==> config.mk <==
export PLATFORM = sky130hd
export DESIGN_NAME = mac_array
export DESIGN_NICKNAME = d
export VERILOG_FILES = /design/src/rtl/mac_pkg.sv /design/src/rtl/mac_array_lane.sv /design/src/rtl/mac_array.sv
export SDC_FILE = /design/constraint.sdc
export NUM_CORES = 1
export LEC_CHECK = 0
export BUFFER_PORTS_ARGS = -buffer_cell sky130_fd_sc_hd__buf_2
export CORE_ASPECT_RATIO = 1.75
export CORE_UTILIZATION = 55
export DETAILED_ROUTE_END_ITERATION = 6
export HOLD_SLACK_MARGIN = 0.08
export PLACE_DENSITY = 0.85
export REMOVE_ABC_BUFFERS = 1
export SETUP_SLACK_MARGIN = 0.02
export SLEW_MARGIN = 20
export SYNTH_ARGS = -nofsm -noshare
export SYNTH_HDL_FRONTEND = slang
export SYNTH_SLANG_ARGS = --single-unit
==> constraint.sdc <==
create_clock -name clk -period 3 [get_ports clk]
set_input_delay 0 -clock clk [delete_from_list [all_inputs] [get_ports clk]]
set_output_delay 0 -clock clk [all_outputs]
set_load 0.01 [all_outputs]
==> src/rtl/mac_pkg.sv <==
// Shared helpers for the MAC array: beat-counter sizing, lane packing offsets and
// the width-generic saturating adder used by every lane.
package mac_pkg;

    localparam int unsigned MAX_W = 64;

    function automatic int unsigned cnt_width(input int unsigned len);
        return (len <= 32'd2) ? 32'd1 : $clog2(len);
    endfunction

    function automatic int unsigned lane_lo(input int unsigned lane, input int unsigned width);
        return lane * width;
    endfunction

    // Operands arrive already extended to MAX_W; result is {ovf, value}, value valid in [w-1:0].
    function automatic logic [MAX_W:0] sat_add(
        input logic [MAX_W-1:0] a,
        input logic [MAX_W-1:0] b,
        input int unsigned      w,
        input logic             sgn,
        input logic             sat
    );
        logic [MAX_W-1:0] sum;
        logic [MAX_W-1:0] umax;
        logic [MAX_W-1:0] smax;
        logic [MAX_W-1:0] smin;
        logic [MAX_W-1:0] res;
        logic             ovf;
        sum  = a + b;
        umax = (64'd1 << w) - 64'd1;
        smax = (64'd1 << (w - 32'd1)) - 64'd1;
        smin = ~smax;
        if (sgn) begin
            ovf = ($signed(sum) > $signed(smax)) || ($signed(sum) < $signed(smin));
            if (sat && ovf) begin
                res = sum[MAX_W-1] ? smin : smax;
            end else begin
                res = sum;
            end
        end else begin
            ovf = (sum > umax);
            if (sat && ovf) begin
                res = umax;
            end else begin
                res = sum;
            end
        end
        return {ovf, res};
    endfunction

endpackage

==> src/rtl/mac_array_lane.sv <==
// One MAC lane: product register, accumulator with optional saturation, sticky
// per-window overflow and the lane's slice of the result register.
module mac_array_lane
    import mac_pkg::*;
#(
    parameter int IN_WIDTH  = 8,
    parameter int ACC_WIDTH = 22,
    parameter int SIGNED    = 0,
    parameter int SATURATE  = 1
) (
    input  logic                 clk,
    input  logic                 rst_n,
    input  logic                 i_clear,
    input  logic                 i_accept,
    input  logic                 i_take,
    input  logic                 i_last,
    input  logic [IN_WIDTH-1:0]  i_img,
    input  logic [IN_WIDTH-1:0]  i_wt,
    output logic [ACC_WIDTH-1:0] o_data,
    output logic                 o_ovf
);

    localparam int PW = 2 * IN_WIDTH;
    localparam logic SGN = (SIGNED != 0);
    localparam logic SAT = (SATURATE != 0);

    logic [PW-1:0]        w_img_x;
    logic [PW-1:0]        w_wt_x;
    logic [PW-1:0]        w_prod;
    logic [MAX_W-1:0]     w_prod_x;
    logic [MAX_W-1:0]     w_acc_x;
    logic [MAX_W:0]       w_sat;
    logic [ACC_WIDTH-1:0] w_res;
    logic                 w_ovf;
    logic [MAX_W-ACC_WIDTH-1:0] w_unused_hi;

    logic [PW-1:0]        r_prod;
    logic [ACC_WIDTH-1:0] r_acc;
    logic                 r_ovf_acc;

    // Extending both operands to PW bits makes the modular product correct for either signedness.
    assign w_img_x  = {{IN_WIDTH{SGN & i_img[IN_WIDTH-1]}}, i_img};
    assign w_wt_x   = {{IN_WIDTH{SGN & i_wt[IN_WIDTH-1]}}, i_wt};
    assign w_prod   = w_img_x * w_wt_x;

    assign w_prod_x = {{(MAX_W-PW){SGN & r_prod[PW-1]}}, r_prod};
    assign w_acc_x  = {{(MAX_W-ACC_WIDTH){SGN & r_acc[ACC_WIDTH-1]}}, r_acc};
    assign w_sat    = sat_add(w_acc_x, w_prod_x, ACC_WIDTH, SGN, SAT);
    assign w_res    = w_sat[ACC_WIDTH-1:0];
    assign w_ovf    = w_sat[MAX_W];
    assign w_unused_hi = w_sat[MAX_W-1:ACC_WIDTH];

    // Product capture and accumulation; acc returns to 0 after each window so the next starts clean.
    always_ff @(posedge clk or negedge rst_n) begin
        if (!rst_n) begin
            r_prod    <= {PW{1'b0}};
            r_acc     <= {ACC_WIDTH{1'b0}};
            r_ovf_acc <= 1'b0;
            o_data    <= {ACC_WIDTH{1'b0}};
            o_ovf     <= 1'b0;
        end else if (i_clear) begin
            r_acc     <= {ACC_WIDTH{1'b0}};
            r_ovf_acc <= 1'b0;
        end else begin
            if (i_accept) begin
                r_prod <= w_prod;
            end
            if (i_take) begin
                if (i_last) begin
                    o_data    <= w_res;
                    o_ovf     <= r_ovf_acc | w_ovf;
                    r_acc     <= {ACC_WIDTH{1'b0}};
                    r_ovf_acc <= 1'b0;
                end else begin
                    r_acc     <= w_res;
                    r_ovf_acc <= r_ovf_acc | w_ovf;
                end
            end
        end
    end

endmodule

==> src/rtl/mac_array.sv <==
// NUM_LANES parallel multiply-accumulate lanes sharing one beat counter, a
// two-stage pipeline and a single valid/ready result register.
module mac_array
    import mac_pkg::*;
#(
    parameter int NUM_LANES = 4,
    parameter int IN_WIDTH  = 8,
    parameter int ACC_WIDTH = 22,
    parameter int ACC_LEN   = 9,
    parameter int SIGNED    = 0,
    parameter int SATURATE  = 1
) (
    input  logic                           clk,
    input  logic                           rst_n,
    input  logic                           clear,
    input  logic                           in_valid,
    output logic                           in_ready,
    input  logic [NUM_LANES*IN_WIDTH-1:0]  img_in,
    input  logic [NUM_LANES*IN_WIDTH-1:0]  weight_in,
    output logic                           out_valid,
    input  logic                           out_ready,
    output logic [NUM_LANES*ACC_WIDTH-1:0] out_data,
    output logic [NUM_LANES-1:0]           out_ovf
);

    localparam int CW = cnt_width(ACC_LEN);

    logic [CW-1:0] r_beat_cnt;
    logic          r_p_valid;
    logic          r_p_last;
    logic          r_out_valid;
    logic          w_cnt_last;
    logic          w_stall;
    logic          w_accept;
    logic          w_take;

    // Only a finished window that cannot leave the pipeline blocks it.
    assign w_stall    = r_p_valid & r_p_last & r_out_valid & ~out_ready;
    assign in_ready   = ~clear & ~w_stall;
    assign w_accept   = in_valid & in_ready;
    assign w_take     = r_p_valid & ~w_stall & ~clear;
    assign w_cnt_last = (r_beat_cnt == CW'(ACC_LEN - 1));
    assign out_valid  = r_out_valid;

    // Beat counter, stage-1 valid/last flags and the result-valid flag.
    always_ff @(posedge clk or negedge rst_n) begin
        if (!rst_n) begin
            r_beat_cnt  <= {CW{1'b0}};
            r_p_valid   <= 1'b0;
            r_p_last    <= 1'b0;
            r_out_valid <= 1'b0;
        end else if (clear) begin
            r_beat_cnt  <= {CW{1'b0}};
            r_p_valid   <= 1'b0;
            r_p_last    <= 1'b0;
            r_out_valid <= 1'b0;
        end else begin
            if (w_accept) begin
                r_p_valid  <= 1'b1;
                r_p_last   <= w_cnt_last;
                r_beat_cnt <= w_cnt_last ? {CW{1'b0}} : r_beat_cnt + CW'(1);
            end else if (w_take) begin
                r_p_valid  <= 1'b0;
            end
            if (w_take && r_p_last) begin
                r_out_valid <= 1'b1;
            end else if (out_ready) begin
                r_out_valid <= 1'b0;
            end
        end
    end

    for (genvar g = 0; g < NUM_LANES; g++) begin : g_lane
        mac_array_lane #(
            .IN_WIDTH (IN_WIDTH),
            .ACC_WIDTH(ACC_WIDTH),
            .SIGNED   (SIGNED),
            .SATURATE (SATURATE)
        ) u_lane (
            .clk     (clk),
            .rst_n   (rst_n),
            .i_clear (clear),
            .i_accept(w_accept),
            .i_take  (w_take),
            .i_last  (r_p_last),
            .i_img   (img_in[lane_lo(g, IN_WIDTH) +: IN_WIDTH]),
            .i_wt    (weight_in[lane_lo(g, IN_WIDTH) +: IN_WIDTH]),
            .o_data  (out_data[lane_lo(g, ACC_WIDTH) +: ACC_WIDTH]),
            .o_ovf   (out_ovf[g])
        );
    end

endmodule
==> results.toml, run 1 <==
[finish]
fin_area_sq_mm = 0.0269
nets = 3205
final_common_cell = "nand2_1"
nFillCells = 2690
final_util_pct = 69.8
areaGrowthSynthToFinish_pct = 25.0
final_cell_mix = "299 x nand2_1, 255 x dfrtp_1, 216 x inv_1, 194 x buf_4, 186 x and2_1"
fin_cells = 3279
drive_gt1_share_pct = 24.2

[logic_synthesis]
synth_edf_count = 0
synth_top_area_share_pct = 29.7
avgSynthCellArea_sq_um = 8.90
synth_top_area_cell = "dfrtp_1"
synth_flop_cell = "dfrtp_1"
syn_area_sq_mm = 0.0215
yosysWarnings = 0
synth-async-reset-ratio_pct = 100
yosysSeqAreaShare_pct = 29.7
ys_types = 76
syn_inst = 2415
ys_top_cells_by_area = "dfrtp_1 30%, fa_1 14%, ha_1 12%"
ys_ff_latch = 255

[sta]
clock.fmax_mhz = 251
slew_headroom_pct = 35.5
fin_crit_ns = 3.99
rsz0062_at_grt = "true"
finalMaxSlewViolations = 0
hold_violations = 0
tightest_slew_ns = 0.963
setup-violations-final = 39
period_share_pct = 133
setup_ws_ns = -0.989
skew_ns = 0.0113

[global_routing]
grt_util_met1_pct = 31.3
met2_usage_pct = 56.3
grt_pass1_wl_mm = 98.2
grt.busiest_layer = "met2"
grt_pass1_vias = 20200
grt-ovfl-total = 0
grt_start_max_net_pins = 73
grtUsageTotal_pct = 31.3
antenna_found_initial = 2
met3_usage_pct = 6.52

[clock_tree]
clock-root-buffer = "clkbuf_16"
cts_sinks = 255
clk_latency_ns = 0.54
numCtsBuffers = 23
clk_path_buf_depth = 3
cts_max_level = 1
cts_tree = "built"
clk_pin_slew_worst_paths_ns = 0.07

[route]
drt_iter0_markers = 1287
drc_errors = 0
drt-pass1-iter-count = 7
antenna_left = 0
vias = 19600
wirelength_mm = 66.9
wl_per_cell_um = 20.4
viasPerCell = 5.96

[floorplanning]
die_y_um = 264
die_width_um = 151
boundaryPins = 163
start_util_pct = 55.8
coreArea_sq_mm = 0.0385
rows = 95
die_area_sq_mm = 0.0399

[min_path]
holdPathStages = 6
hold_path_class = "primary input to flip-flop"

[power]
power_density_mw_per_mm2 = 673
peakVddDrop_uv = 438
p_total_w = 0.0181
p_leak_nw = 13.5

[worst_setup_path]
cp_max_fo = 4
r2r_cells = 12
end_kind = "flip-flop"
r2r_start = "g_lane[3].u_lane.r_prod[0]"
path_class = "primary input to flip-flop"
start_kind = "primary input"
cpMostUsedCell = "fa_1"
crit_start = "weight_in[26]"
path_cells = "buf_12 > and2_4 > fa_1 > inv_2 > fa_1 > inv_1 > fa_1 > inv_1 > fa_2 > inv_4 > ha_4 > or2_4 > a21o_1 > o41a_1 > a41o_1 > o41ai_2 > xnor2_1 > o21ai_1"
crit_path_end = "g_lane[3].u_lane.r_prod[15]"
ff2ff_setup_slack_ns = -0.12
critPathArrivalTime_ns = 4.40
cpMaxStageDelayCell = "fa_2"
cp.required_ns = 3.41
rr_endpoint = "g_lane[3].u_lane.o_data[7]"
slowest_delay_ns = 0.59

[run]
maxCapViolCount = 0

[outcome]
failed_checks = "negative setup slack"
status = "complete, but fails checks"

[place]
placed_cell_area_sq_mm = 0.0242
port_buffers = 162
routabilityCongestion = 0.920
placedCellCount = 3182
hpwl_mm = 43.0
worst min path at each step:
stage,startpoint,to,slack (ns)
after floorplan,rst_n,g_lane[0].u_lane.o_data[0],-0.30
after global placement,rst_n,g_lane[0].u_lane.o_data[5],0.03
after detailed placement,rst_n,g_lane[0].u_lane.o_data[5],0.04
after CTS,weight_in[10],g_lane[1].u_lane.r_prod[2],0.08
after global routing,img_in[16],g_lane[2].u_lane.r_prod[1],0.12
final,img_in[16],g_lane[2].u_lane.r_prod[1],0.05
kinds of logic (layout without fill, tap and decap cells):
group | count (synthesis) | after routing | share of synthesized area [%]
flip-flops | 255 | 255 | 29.7
AO/OA/AOI/OAI | 531 | 531 | 14.9
buffers and inverters | 328 | 706 | 5.93
AND/OR/NAND/NOR | 831 | 831 | 18.8
adder cells (fa/ha/maj) | 358 | 358 | 26.0
other | 0 | 1 | 0
XOR/XNOR | 102 | 102 | 4.16
multiplexers | 10 | 10 | 0.477
stage by stage:
stage | TNS (ns) | hold WS [ns] | setup WS (ns)
CTS | -5.73 | 0.0830 | -0.602
global route | -14.81 | 0.119 | -0.982
floorplan | -99.94 | -0.296 | -1.34
global placement | -31.28 | 0.0277 | -1.14
detailed placement | -34.42 | 0.0382 | -1.27
finish | -11.34 | 0.0547 | -0.989
state kept, by name (all words and copies together) (netlist names):
register                 cells
r_beat_cnt                   4
r_p_last                     1
g_lane.u_lane.o_ovf          4
g_lane.u_lane.o_data        88
g_lane.u_lane.r_prod        64
g_lane.u_lane.r_acc         88
r_p_valid                    1
g_lane.u_lane.r_ovf_acc      4
out_valid                    1
layer usage:
layer / vias to the layer above / wire, um
li1: 8772 / -
met1: 9565 / 21700
met2: 865 / 34900
met3: 353 / 5220
met4: 2 / 5080
met5: - / 8
cells in the mapped netlist (4+ instances only):
master	number
o21a_1	13
nand2_1	303
o21bai_1	5
mux2i_1	8
a21oi_1	124
nor3_2	5
nor2b_1	13
dfrtp_1	255
inv_1	255
xnor2_1	54
a22o_1	10
buf_4	6
xor2_1	48
or3_1	5
clkbuf_1	59
o2bb2ai_1	6
a211oi_1	9
nand4_1	10
a41oi_1	4
o31ai_1	12
buf_2	4
and2_1	221
nand3_1	34
a31oi_1	29
or2_2	8
a21o_1	41
and3_1	20
nor2_1	148
nand2b_1	18
nor3_1	28
o211ai_1	6
fa_1	148
ha_1	210
o21ai_0	226
power breakdown:
group          switching [W]  internal, W
Sequential          0.000332      0.00390
Clock                0.00136      0.00184
Combinational        0.00589      0.00477
worst max-delay path: cells and delay by family:
kind / cells / cell delay (ns)
AOI/OAI and AO/OA: 5 / 0.92
and+or+nand+nor: 2 / 0.39
adders and majority gates: 5 / 2.28
xor gates and xnor gates: 1 / 0.17
buffers and inverters: 5 / 0.64
final cells by class:
class	count	area (sq um)	area share, %
multi-input combinational	1832	14900	55.6
sequential	255	6380	23.7
timing repair buffer	411	3180	11.8
inverter	255	967	3.60
clock buffer	33	683	2.54
tap	485	607	2.26
clock inverter	7	115	0.428
antenna	1	2.50	0.00931
timing repair:
action,in CTS,in global routing
cloned,0,0
hold buffers,17,0
endpoints found under the hold margin,273,0
resized for setup,217,178
pin swaps,136,141
buffers inserted,15,28
setup endpoints to repair,47,93
(Power assumes the default switching activity.)
==> run 2: changes to the inputs <==
- BUFFER_PORTS_ARGS: -buffer_cell sky130_fd_sc_hd__buf_2 -> -buffer_cell sky130_fd_sc_hd__clkbuf_2
- HOLD_SLACK_MARGIN: 0.08 -> 0.1
==> run 2 against run 1 <==
- non-clock buffer count is 4 lower
- combinational power decreased by 8%
- design area is 1.0% lower
- first-iteration DRC count down 17%
- clock skew up 0.0016 ns
- die area unchanged
- the run still ends with negative setup slack left
- setup slack better by 0.28 ns
- register-to-register slack improved by 0.14 ns
- largest power group unchanged
- critical path depth unchanged
==> results.toml, run 2 (same netlist as run 1, synthesis figures left out) <==
[outcome]
status = "complete, but fails checks"
failed_checks = "negative setup slack"

[power]
switching_share_pct = 40.8
p_leak_nw = 13.4
p_sw_w = 0.00716
power_density_mw_per_mm2 = 659
peakVddDrop_uv = 437
clkPwrFrac_pct = 19.7
internal-power_w = 0.0104
combPwrFrac_pct = 56.2
pwr-share-seq_pct = 24.1

[global_routing]
grt-ovfl-total = 0
grtUsageTotal_pct = 31.3
grt_pass1_vias = 20700
antenna_found_initial = 0
grt_pass1_wl_mm = 99.0
grt_start_max_net_pins = 83

[worst_setup_path]
cpMostUsedCell = "inv_2"
crit_buf_inv = 6
r2r_cells = 13
end_kind = "flip-flop"
path_class = "primary input to flip-flop"
slowest_delay_ns = 0.58
r2r_start = "g_lane[3].u_lane.r_prod[0]"
cp.required_ns = 3.41
cpMaxStageDelayCell = "fa_2"
ff2ff_setup_slack_ns = 0.02
path_cells = "buf_8 > and2_4 > fa_1 > inv_2 > fa_1 > inv_2 > fa_1 > inv_2 > fa_2 > inv_2 > ha_4 > inv_4 > a21oi_4 > o41a_1 > a41o_1 > o41ai_2 > xnor2_1 > o21ai_1"
cp_max_fo = 5
rr_endpoint = "g_lane[3].u_lane.o_data[11]"
critPathTopFamily = "adder cells"
critPathArrivalTime_ns = 4.11
start_kind = "primary input"

[sta]
rsz0062_at_grt = "true"
skew_ns = 0.0129
hold_ws_ns = 0.113
clock.fmax_mhz = 270
hold_violations = 0
setup_ws_ns = -0.706
setup-violations-final = 33
slew_headroom_pct = 32.4
fin_crit_ns = 3.71
tightest_slew_ns = 1.01
finalMaxSlewViolations = 0
period_share_pct = 124

[route]
viasPerCell = 5.86
vias = 19200
wl_per_cell_um = 19.1
drc_errors = 0
antenna_left = 0
wirelength_mm = 62.5
drt_iter0_markers = 1070
drt-pass1-iter-count = 5

[finish]
areaGrowthSynthToFinish_pct = 23.8
final_common_cell = "nand2_1"
drive_gt1_share_pct = 22.9
final_cell_mix = "299 x nand2_1, 255 x dfrtp_1, 227 x inv_1, 198 x buf_4, 193 x and2_1"
largestRegisters = "g_lane.u_lane.o_data: 88 flops, g_lane.u_lane.r_acc: 88 flops, g_lane.u_lane.r_prod: 64 flops"
fin_area_sq_mm = 0.0266
nFillCells = 2714
nets = 3202
multi_input_comb_area_sq_mm = 0.0147
antenna_cells = 0
seq_area_sq_mm = 0.00638

[clock_tree]
clock-root-buffer = "clkbuf_16"
clk_path_buf_depth = 3
cts_tree = "built"
cts_max_level = 1
numCtsBuffers = 24
clk_latency_ns = 0.55
clk_pin_slew_worst_paths_ns = 0.07
cts_sinks = 255

[floorplanning]
die_area_sq_mm = 0.0399
coreArea_sq_mm = 0.0385
die_width_um = 151
rows = 95
start_util_pct = 55.8
die_y_um = 264
boundaryPins = 163

[place]
dp_slack_ns = -1.28
placed_cell_area_sq_mm = 0.0242
hpwl_mm = 43.8
routabilityCongestion = 0.936
port_buffers = 162

[min_path]
holdPathStages = 6
hold_path_class = "primary input to flip-flop"
min_to = "g_lane[1].u_lane.r_prod[1]"
holdCritStartpoint = "img_in[8]"

[run]
maxCapViolCount = 0
## run 2: cell types whose count changed in the layout (fill, tap and decap cells not counted), moves of 8 or more
cell and delta:
and2_4 -8, buf_2 -127, buf_6 -22, clkbuf_2 +136, ha_1 +9, ha_4 -9
inv_1 +11, inv_2 -8, o21ai_0 +9
## run 2: cell type report
cell class / count / area share (%)
clock buffer: 27 / 2.42
clock inverter: 17 / 0.875
sequential: 255 / 24.0
multi-input combinational: 1832 / 55.3
inverter: 255 / 3.61
timing repair buffer: 407 / 11.6
tap: 485 / 2.28
## run 2: metrics by stage
step	instances	utilization, %	setup TNS [ns]	total power [W]
after floorplan	2342	-	-99.94	0.00930
after global placement	3188	62.8	-31.72	0.0116
after detailed placement	3188	62.8	-35.52	0.0120
after CTS	3267	67.9	-8.19	0.0166
after global routing	3278	69.1	-14.39	0.0186
final	3278	69.1	-10.42	0.0175
## run 2: power groups by stage
stage	Sequential, W	Clock (W)	Combinational [W]
after floorplan	0.00416	0	0.00515
after global placement	0.00425	0	0.00734
after detailed placement	0.00427	0	0.00769
after CTS	0.00421	0.00347	0.00891
after global routing	0.00427	0.00359	0.0107
final	0.00423	0.00345	0.00986
## run 2: how the worst max path moves through the flow
stage,endpoint,start,slack [ns],depth (start not counted)
2_1_floorplan,g_lane[0].u_lane.r_acc[20],out_valid,-1.34,5
3_3_place_gp,g_lane[3].u_lane.r_prod[15],weight_in[26],-1.19,16
3_5_place_dp,g_lane[3].u_lane.r_prod[15],weight_in[26],-1.28,16
4_1_cts,g_lane[3].u_lane.r_prod[15],weight_in[27],-0.66,18
5_1_grt,g_lane[3].u_lane.r_prod[14],weight_in[29],-0.82,16
6_report,g_lane[3].u_lane.r_prod[15],weight_in[26],-0.71,18
## run 2: timing repair
action	CTS	global route
gates resized for setup	193	124
hold buffers	17	0
endpoints found under the setup margin	55	129
setup buffers	18	15
pin swaps	107	94
hold endpoints to repair	268	0
## run 2: metal layers
metal / up-vias / track usage [%] / part of all wire, %
met4: 0 / 20.7 / 7.1
met5: - / 0 / 0
met3: 299 / 5.15 / 6.0
met2: 748 / 58.3 / 54
met1: 9382 / 30.9 / 33
li1: 8766 / - / -
## run 2: worst register-to-register path, stage by stage (launching register included)
cell	delay (ns)
dfrtp_1	0.42
ha_4	0.19
inv_2	0.05
fa_2	0.38
and2b_1	0.23
o31a_1	0.22
o41ai_4	0.12
or3_4	0.37
a31oi_4	0.19
and2_4	0.20
buf_12	0.13
buf_12	0.14
nor2_2	0.06
o21ai_0	0.19
